### src/rtl/mem_access_unit_pkg.sv
// mem_access_unit_pkg: funct3 codes, FSM states and access-size decode shared by the MEM-stage LSU.
package mem_access_unit_pkg;
  localparam logic [2:0] F3_LB  = 3'b000;
  localparam logic [2:0] F3_LH  = 3'b001;
  localparam logic [2:0] F3_LW  = 3'b010;
  localparam logic [2:0] F3_LBU = 3'b100;
  localparam logic [2:0] F3_LHU = 3'b101;
  localparam logic [2:0] F3_SB  = 3'b000;
  localparam logic [2:0] F3_SH  = 3'b001;
  localparam logic [2:0] F3_SW  = 3'b010;
  localparam logic [31:0] ZERO_WORD = 32'h0;
  typedef enum logic [1:0] {S_IDLE = 2'd0, S_WAIT = 2'd1, S_DONE = 2'd2} state_e;
  typedef enum logic [1:0] {SZ_B = 2'd0, SZ_H = 2'd1, SZ_W = 2'd2} size_e;
  // funct3[2] is only the unsigned flag; any unlisted size code falls back to a word
  function automatic size_e acc_size(input logic [2:0] f3);
    return f3[1:0] == F3_LB[1:0] ? SZ_B : f3[1:0] == F3_LH[1:0] ? SZ_H : SZ_W;
  endfunction
endpackage

### src/rtl/mem_access_unit_align.sv
// lsu_align: byte strobes, lane-replicated store data and extended load data for one access.
module lsu_align
  import mem_access_unit_pkg::*;
(
  input  logic [2:0]  funct3,
  input  logic [1:0]  addr_lo,
  input  logic [31:0] rs2,
  input  logic [31:0] rdata,
  output logic [3:0]  wstrb,
  output logic [31:0] wdata,
  output logic [31:0] load_ext
);
  size_e       sz;
  logic [1:0]  off;
  logic [15:0] sh;
  logic        sx;
  always_comb begin
    sz = acc_size(funct3);
    off = sz == SZ_B ? addr_lo : sz == SZ_H ? {addr_lo[1], 1'b0} : 2'b00;
    wstrb = sz == SZ_B ? 4'b0001 << off : sz == SZ_H ? 4'b0011 << off : 4'b1111;
    wdata = sz == SZ_B ? {4{rs2[7:0]}} : sz == SZ_H ? {2{rs2[15:0]}} : rs2;
    sh = 16'(rdata >> {off, 3'b000});
    sx = ~funct3[2];
    load_ext = sz == SZ_B ? {{24{sx & sh[7]}}, sh[7:0]} :
               sz == SZ_H ? {{16{sx & sh[15]}}, sh} : rdata;
  end
endmodule

### src/rtl/mem_access_unit.sv
// mem_access_unit: MEM-stage bus controller with stall request, timeout and load buffer.
// Optional MEM_MISALIGN_TRAP_EN flags misaligned accesses instead of masking the low address bits.
module mem_access_unit
  import mem_access_unit_pkg::*;
#(
  parameter int TIMEOUT_CYCLES = 16,
  parameter int ADDR_W = 32
) (
  input  logic              clk,
  input  logic              rst,
  input  logic              mem_read_mem,
  input  logic              mem_write_mem,
  input  logic [2:0]        instr_funct3_mem,
  input  logic [ADDR_W-1:0] alu_result_mem,
  input  logic [31:0]       rs2_data_mem,
  input  logic              pipe_hold,
  output logic              dbus_req,
  output logic              dbus_we,
  output logic [ADDR_W-1:0] dbus_addr,
  output logic [3:0]        dbus_wstrb,
  output logic [31:0]       dbus_wdata,
  input  logic              dbus_ready,
  input  logic [31:0]       dbus_rdata,
  output logic [31:0]       load_data_mem,
  output logic              stall_req,
  output logic              bus_timeout
`ifdef MEM_MISALIGN_TRAP_EN
  , output logic            misalign_mem
`endif
);
  localparam int CW = TIMEOUT_CYCLES > 1 ? $clog2(TIMEOUT_CYCLES) : 1;
  state_e        state_q, state_d;
  logic [CW-1:0] cnt_q, cnt_d;
  logic [31:0]   lbuf_q, lbuf_d, ext;
  logic          valid, go, tmo_hit;
  lsu_align u_align (
    .funct3  (instr_funct3_mem),
    .addr_lo (alu_result_mem[1:0]),
    .rs2     (rs2_data_mem),
    .rdata   (dbus_rdata),
    .wstrb   (dbus_wstrb),
    .wdata   (dbus_wdata),
    .load_ext(ext)
  );
  assign valid = mem_read_mem | mem_write_mem;
  assign dbus_we = mem_write_mem;
  assign dbus_addr = {alu_result_mem[ADDR_W-1:2], 2'b00};
`ifdef MEM_MISALIGN_TRAP_EN
  size_e sz;
  assign sz = acc_size(instr_funct3_mem);
  assign misalign_mem = valid && ((sz == SZ_H && alu_result_mem[0]) ||
                                  (sz == SZ_W && alu_result_mem[1:0] != 2'b00));
  assign go = valid & ~misalign_mem;
`else
  assign go = valid;
`endif
  assign tmo_hit = TIMEOUT_CYCLES != 0 && cnt_q == CW'(TIMEOUT_CYCLES - 1);
  always_comb begin
    state_d = state_q;
    cnt_d = cnt_q;
    lbuf_d = lbuf_q;
    dbus_req = 1'b0;
    stall_req = 1'b0;
    bus_timeout = 1'b0;
    load_data_mem = ZERO_WORD;
    case (state_q)
      S_IDLE: begin
        dbus_req = go;
        if (go && dbus_ready) begin
          load_data_mem = ext;
          lbuf_d = ext;
          state_d = pipe_hold ? S_DONE : S_IDLE;
        end else if (go) begin
          stall_req = 1'b1;
          cnt_d = '0;
          state_d = S_WAIT;
        end
      end
      S_WAIT: begin
        dbus_req = 1'b1;
        if (dbus_ready) begin
          load_data_mem = ext;
          lbuf_d = ext;
          state_d = pipe_hold ? S_DONE : S_IDLE;
        end else if (tmo_hit) begin
          stall_req = 1'b1;
          bus_timeout = 1'b1;
          lbuf_d = ZERO_WORD;
          state_d = S_DONE;
        end else begin
          stall_req = 1'b1;
          cnt_d = cnt_q + CW'(1);
        end
      end
      S_DONE: begin
        load_data_mem = lbuf_q;
        state_d = pipe_hold ? S_DONE : S_IDLE;
      end
      default: state_d = S_IDLE;
    endcase
  end
  always_ff @(posedge clk) begin
    if (rst) begin
      state_q <= S_IDLE;
      cnt_q <= '0;
      lbuf_q <= ZERO_WORD;
    end else begin
      state_q <= state_d;
      cnt_q <= cnt_d;
      lbuf_q <= lbuf_d;
    end
  end
endmodule

### config.mk
export PLATFORM = sky130hd
export DESIGN_NAME = mem_access_unit
export DESIGN_NICKNAME = d
export VERILOG_FILES = /design/src/rtl/mem_access_unit_pkg.sv /design/src/rtl/mem_access_unit_align.sv /design/src/rtl/mem_access_unit.sv
export SDC_FILE = /design/constraint.sdc
export NUM_CORES = 1
export LEC_CHECK = 0
export ABC_AREA = 1
export BUFFER_PORTS_ARGS = -buffer_cell sky130_fd_sc_hd__buf_2
export CORE_UTILIZATION = 50
export CTS_CLUSTER_SIZE = 28
export DETAILED_ROUTE_END_ITERATION = 7
export GPL_TIMING_DRIVEN = 0
export PLACE_DENSITY = 0.89
export SYNTH_ARGS = -nofsm -noshare
export SYNTH_HDL_FRONTEND = slang
export SYNTH_HIERARCHICAL = 1
export SYNTH_SLANG_ARGS = --single-unit
### constraint.sdc
create_clock -name clk -period 3.1 [get_ports clk]
set_clock_uncertainty 0.15 [all_clocks]
set_input_delay 0.31 -clock clk [delete_from_list [all_inputs] [get_ports clk]]
set_output_delay 0.31 -clock clk [all_outputs]
set_load 0.02 [all_outputs]
; ---- After elaboration in Yosys (flattened, before gate mapping)
; Cells that the tools add are included.
[word_totals]
reg_bits = 38
output_inout_bits = 104
[classes]
addsub = 1
n_eq_ne = 12
shift = 3
n_mux = 36
n_bitwise = 4
n_reduce_logical = 8
[op_table]
columns = op, n
row1 = $mux W32, 9
row2 = $pmux W32 S3, 1
row3 = $pmux W32 S2, 1
row4 = $shr A32 B5 Y16, 1
row5 = $mux W4, 6
row6 = $mux W2, 9
row7 = $ne A2 B2 Y1 const B, 5
row8 = $pmux W4 S2, 1
row9 = $eq A2 B1 Y1 const B, 3
row10 = $logic_not A2 Y1, 3
row11 = $mux W1, 6
row12 = $ne A3 B3 Y1 const B, 2
row13 = $pmux W2 S3, 1
row14 = $reduce_and A5 Y1, 1
row15 = $add A4 B1 Y4 const B, 1
row16 = $eq A4 B4 Y1 const B, 1
row17 = $pmux W1 S2, 2
row18 = $shl A1 B2 Y4 const A, 1
row19 = $shl A2 B2 Y4 const A, 1
row20 = $reduce_and A3 Y1, 1
row21 = $and A1 B1 Y1, 2
row22 = $eq A2 B2 Y1 const B, 1
row23 = $reduce_and A2 Y1, 1
row24 = $reduce_bool A2 Y1, 1
row25 = 3 further kinds, 3

; ---- Longest topological paths before layout
[depth]
ltp_word = 12
depth_mapped = 13

; ---- Cells and area by module
; The synthesis kept the hierarchy.
[by_module_without_submodules]
columns = module, instances, cells_each, area_per_inst_um2, seq_area_each_um2
row1 = mem_access_unit, 1, 475, 2815.2, 760.7
row2 = lsu_align, 1, 256, 1207.4, 0.0

; ---- Least setup slack after synthesis
; OpenSTA, ideal clock, no wires.
[synth_timing]
kind = input to output
startpoint = in alu_result_mem[1]
endpoint = out load_data_mem[27]
arrival_ps = 1545
t_required_ps = 2640
setup_slack_ps = 1095
path_stages = 11
path_buffers = 1
cell_sequence = inv_2 nor2_4 nand2_2 nand2_1 nand2_1 nand2_2 nand2_4 buf_6 nand3_1 inv_1 o211ai_1
[synth_between]
elab_chain_len = 8
elab_cells_between_ends = 10
classes_between = shift (1) / mux (7) / bitwise (2)
[synth_lines]
columns = element, line
row1 = "start, declared", mem_access_unit.sv:14  ; input logic [ADDR_W-1:0] alu_result_mem,
row2 = $mux W2, mem_access_unit_align.sv:19  ; off = sz == SZ_B ? addr_lo : sz == SZ_H ? {addr_lo[1], 1'b0} : 2'b00;
row3 = $mux W2 (*), mem_access_unit_align.sv:19
row4 = $shr A32 B5 Y16 (*), mem_access_unit_align.sv:22  ; sh = 16'(rdata >> {off, 3'b000});
row5 = $and A1 B1 Y1, mem_access_unit_align.sv:25  ; sz == SZ_H ? {{16{sx & sh[15]}}, sh} : rdata;
row6 = $mux W32, mem_access_unit_align.sv:25
row7 = $mux W32 (*), mem_access_unit_align.sv:24  ; load_ext = sz == SZ_B ? {{24{sx & sh[7]}}, sh[7:0]} :
row8 = named net ext[27], mem_access_unit.sv:34  ; logic [31:0] lbuf_q, lbuf_d, ext;
row9 = $mux W32 (on tied branches), "mem_access_unit.sv:81, mem_access_unit.sv:69"
row10 = $pmux W32 S3 (*), mem_access_unit.sv:66  ; case (state_q)
row11 = "end, declared", mem_access_unit.sv:24  ; output logic [31:0] load_data_mem,
; The timed path passes the listed nets; every way through them passes the cells marked *.

; ---- Worst setup path in the final report
[layout_timing]
startpoint = reg state_q[1]
endpoint = out load_data_mem[10]
[layout_between]
elab_chain_len = 2
elab_cells_between_ends = 4
classes_between = eq/ne (2) / mux (1) / reduce/logical (1)
[layout_lines]
columns = element, line
row1 = "start, declared", mem_access_unit.sv:32  ; state_e state_q, state_d;
row2 = "start signal, assigned", mem_access_unit.sv:108  ; state_q <= state_d;
row3 = "$eq A2 B2 Y1, or another cell as far along", mem_access_unit.sv:66
row4 = $pmux W32 S3 (*), mem_access_unit.sv:66
; Every way passes the cells marked *; elsewhere a longest branch is shown, timed or not.

==> impl_metrics.sql <==
INSERT INTO impl_metrics (metric_group, metric, value, unit) VALUES
('worst_setup_path', 'timing.critical_path.slowest_cell_delay', '0.35', 'ns'),
('detailed_routing', 'detail_route.drc_violations', '0', ''),
('clock_network', 'tritoncts', 'yes', ''),
('worst_setup_path', 'reg2regPathDepth', '9', ''),
('worst_setup_path', 'setup.worst_path.end_class', 'output pin', ''),
('timing', 'fmax', '397', 'MHz'),
('global_routing', 'grt_max_degree', '12', ''),
('clock_network', 'cts-hold-fix-buffers', '0', ''),
('global_routing', 'grt_pass1_vias', '4482', ''),
('placement', 'place.detailed.hpwl', '10200', 'um'),
('detailed_routing', 'first_pass_iters', '5', ''),
('hold_path', 'timing.hold.worst_endpoint', 'state_q[0]', ''),
('layout', 'insertedDiodeCount', '0', ''),
('layout', 'area.growth.synth_to_final', '27.9', '%'),
('floorplan', 'cell_rows', '32', ''),
('floorplan', 'floorplan.die.width', '91.7', 'um'),
('detailed_routing', 'avgViaCountPerCell', '5.19', ''),
('global_routing', 'antenna_violations_before_repair', '0', ''),
('hold_path', 'timing.hold.worst_path_depth', '2', ''),
('worst_setup_path', 'regToRegEndpoint', 'lbuf_q[15]', ''),
('clock_network', 'cts_resized', '0', ''),
('worst_setup_path', 'crit_path_cell_trace', 'inv_2 > nand4_1 > inv_1 > buf_2 > buf_2 > nand2_1 > nand2_1 > buf_2', ''),
('detailed_routing', 'vias', '5286', ''),
('layout', 'leading_cell_type_in_the_layout_fill_and_taps_excluded', 'nand2_1', ''),
('status', 'outcome', 'complete, no violations', ''),
('synthesis', 'netlist_instances', '731', ''),
('worst_setup_path', 'crit_path_top_delay_cell', 'dfxtp_1', ''),
('worst_setup_path', 'worstPathMaxFanout', '10', ''),
('timing', 'max_slew_headroom', '62.9', '%'),
('global_routing', 'global_route.overflow_total', '0', ''),
('clock_network', 'numClockSinks', '38', ''),
('power_and_ir_drop', 'peakVddDrop', '0.273', 'mV'),
('synthesis', 'synthesis.area_per_instance', '5.50', 'um^2'),
('synthesis', 'synth_flop_cell', 'dfxtp_1', ''),
('detailed_routing', 'routed_wl', '13500', 'um'),
('job', 'max_cap_viol_count', '0', ''),
('synthesis', 'synth_seq_cells', '38', ''),
('placement', 'buffer_ports.inserted', '176', ''),
('layout', 'drive_gt1_share', '30.7', '%'),
('timing', 'final.min_clock_period', '2.52', 'ns'),
('synthesis', 'ys.warnings.count', '6', ''),
('floorplan', 'floorplan.die_area', '8410', 'um^2'),
('detailed_routing', 'postRouteAntennaNets', '0', ''),
('clock_network', 'cts-root-buf', 'clkbuf_8', ''),
('clock_network', 'clk_pin_slew', '0.08', 'ns'),
('synthesis', 'synth_enable_flop_cells', '0', ''),
('worst_setup_path', 'setup.reg_to_reg.worst_slack', '1.41', 'ns'),
('clock_network', 'clock_path_buffers', '2', ''),
('floorplan', 'design.portCount', '209', ''),
('worst_setup_path', 'critical-path-top-cell-by-count', 'buf_2', ''),
('clock_network', 'cts_htree_levels', '2', ''),
('timing', 'setup_viol', '0', ''),
('hold_path', 'min-delay-start', 'rst', ''),
('placement', 'place_worst_setup_slack', '0.672', 'ns'),
('hold_path', 'hold_class', 'in -> reg', ''),
('worst_setup_path', 'required', '2.64', 'ns'),
('worst_setup_path', 'reg2reg_from', 'state_q[1]', ''),
('timing', 'worst_setup_slack_final', '0.582', 'ns'),
('detailed_routing', 'wire_per_inst', '13.3', 'um'),
('timing', 'hold_viol', '0', ''),
('synthesis', 'mappedNetlistArea', '4020', 'um^2'),
('placement', 'place_congestion', '0.923', ''),
('worst_setup_path', 'setup_crit_path_kind', 'reg -> out', ''),
('timing', 'worst_pin_slew', '0.556', 'ns'),
('timing', 'finalSetupTns', '0', 'ns'),
('floorplan', 'y_dimension_of_the_die', '91.7', 'um'),
('timing', 'rsz0062_at_grt', 'no', ''),
('timing', 'layout_worst_path_cycle_share', '81.2', '%'),
('synthesis', 'portion_of_the_post_synthesis_area_used_by_sequential_elements', '18.9', '%'),
('clock_network', 'post_cts.repair.setup_buffers', '0', ''),
('clock_network', 'tritoncts.num_buffers', '5', '');
-- critical path: cells and delay by family (launching register included) --
kind | cells | cell delay [ns]
buffers and inverters | 5 | 0.99
and+or+nand+nor | 3 | 0.40
DFF | 1 | 0.35
-- through the flow --
step	total power, mW	hold slack (ns)	cell area, um^2	util (%)	instances
after floorplan	1.22	0.232	4030	-	732
after global placement	1.49	0.345	5030	64.8	1010
after detailed placement	1.50	0.346	5030	64.8	1010
after CTS	1.92	0.0390	5140	66.2	1018
after global routing	2.04	0.0452	5140	66.2	1018
final	1.93	0.0380	5140	66.2	1018
-- sequential cells by signal, summed over array words and instances, names as in the netlist --
| register | count |
|---|---|
| lbuf_q | 32 |
| state_q | 2 |
| cnt_q | 4 |
-- cell families (layout without fill, tap and decap cells) --
logic type	count (synthesis)	after routing	synth area share (%)
AND/OR/NAND/NOR	461	461	49.2
buffers and inverters	169	353	21.6
AO/OA/AOI/OAI	61	61	9.86
flip-flops	38	38	18.9
adder cells (fa/ha/maj)	1	1	0.311
other	1	2	0.0932
-- routing by layer --
| metal | global-route usage (%) | part of all wire [%] |
|---|---|---|
| met5 | 0 | 0 |
| met4 | 12.9 | 3.4 |
| met3 | 3.81 | 9.3 |
| met2 | 50.9 | 45 |
| met1 | 42.0 | 42 |
-- Yosys cell counts (8+ instances only) --
library cell	count	area share [%]
clkbuf_1	8	0.75
buf_2	24	3.0
a22oi_1	30	5.6
nand3_1	45	5.6
dfxtp_1	38	19
nand2_1	298	28
buf_4	42	7.8
nand4_1	33	5.1
inv_1	80	7.5
o21ai_0	19	2.4
nor2_1	64	6.0
-- where the power goes --
group	internal, mW	leakage (nW)	switching [mW]
Combinational	0.330	2.86	0.593
Clock	0.225	0.0575	0.194
Sequential	0.553	0.315	0.0349
Total	1.11	3.23	0.822
-- worst max path at each step --
stage | end | startpoint | depth (start not counted) | slack [ns]
6_report | load_data_mem[10] | state_q[1] | 8 | 0.58
5_1_grt | load_data_mem[18] | state_q[1] | 6 | 0.51
4_1_cts | load_data_mem[10] | state_q[1] | 8 | 0.66
3_5_place_dp | load_data_mem[6] | instr_funct3_mem[1] | 10 | 0.67
3_3_place_gp | load_data_mem[6] | instr_funct3_mem[1] | 10 | 0.70
2_1_floorplan | load_data_mem[27] | alu_result_mem[1] | 11 | 1.10
-- cell type report --
type,count,area [um^2]
sequential,38,761
tap,102,128
inverter,85,322
clock buffer,8,110
multi-input combinational,525,2400
timing repair buffer,176,881
buffer,84,548
fill,768,2620
Power figures use the tool's default switching activity.
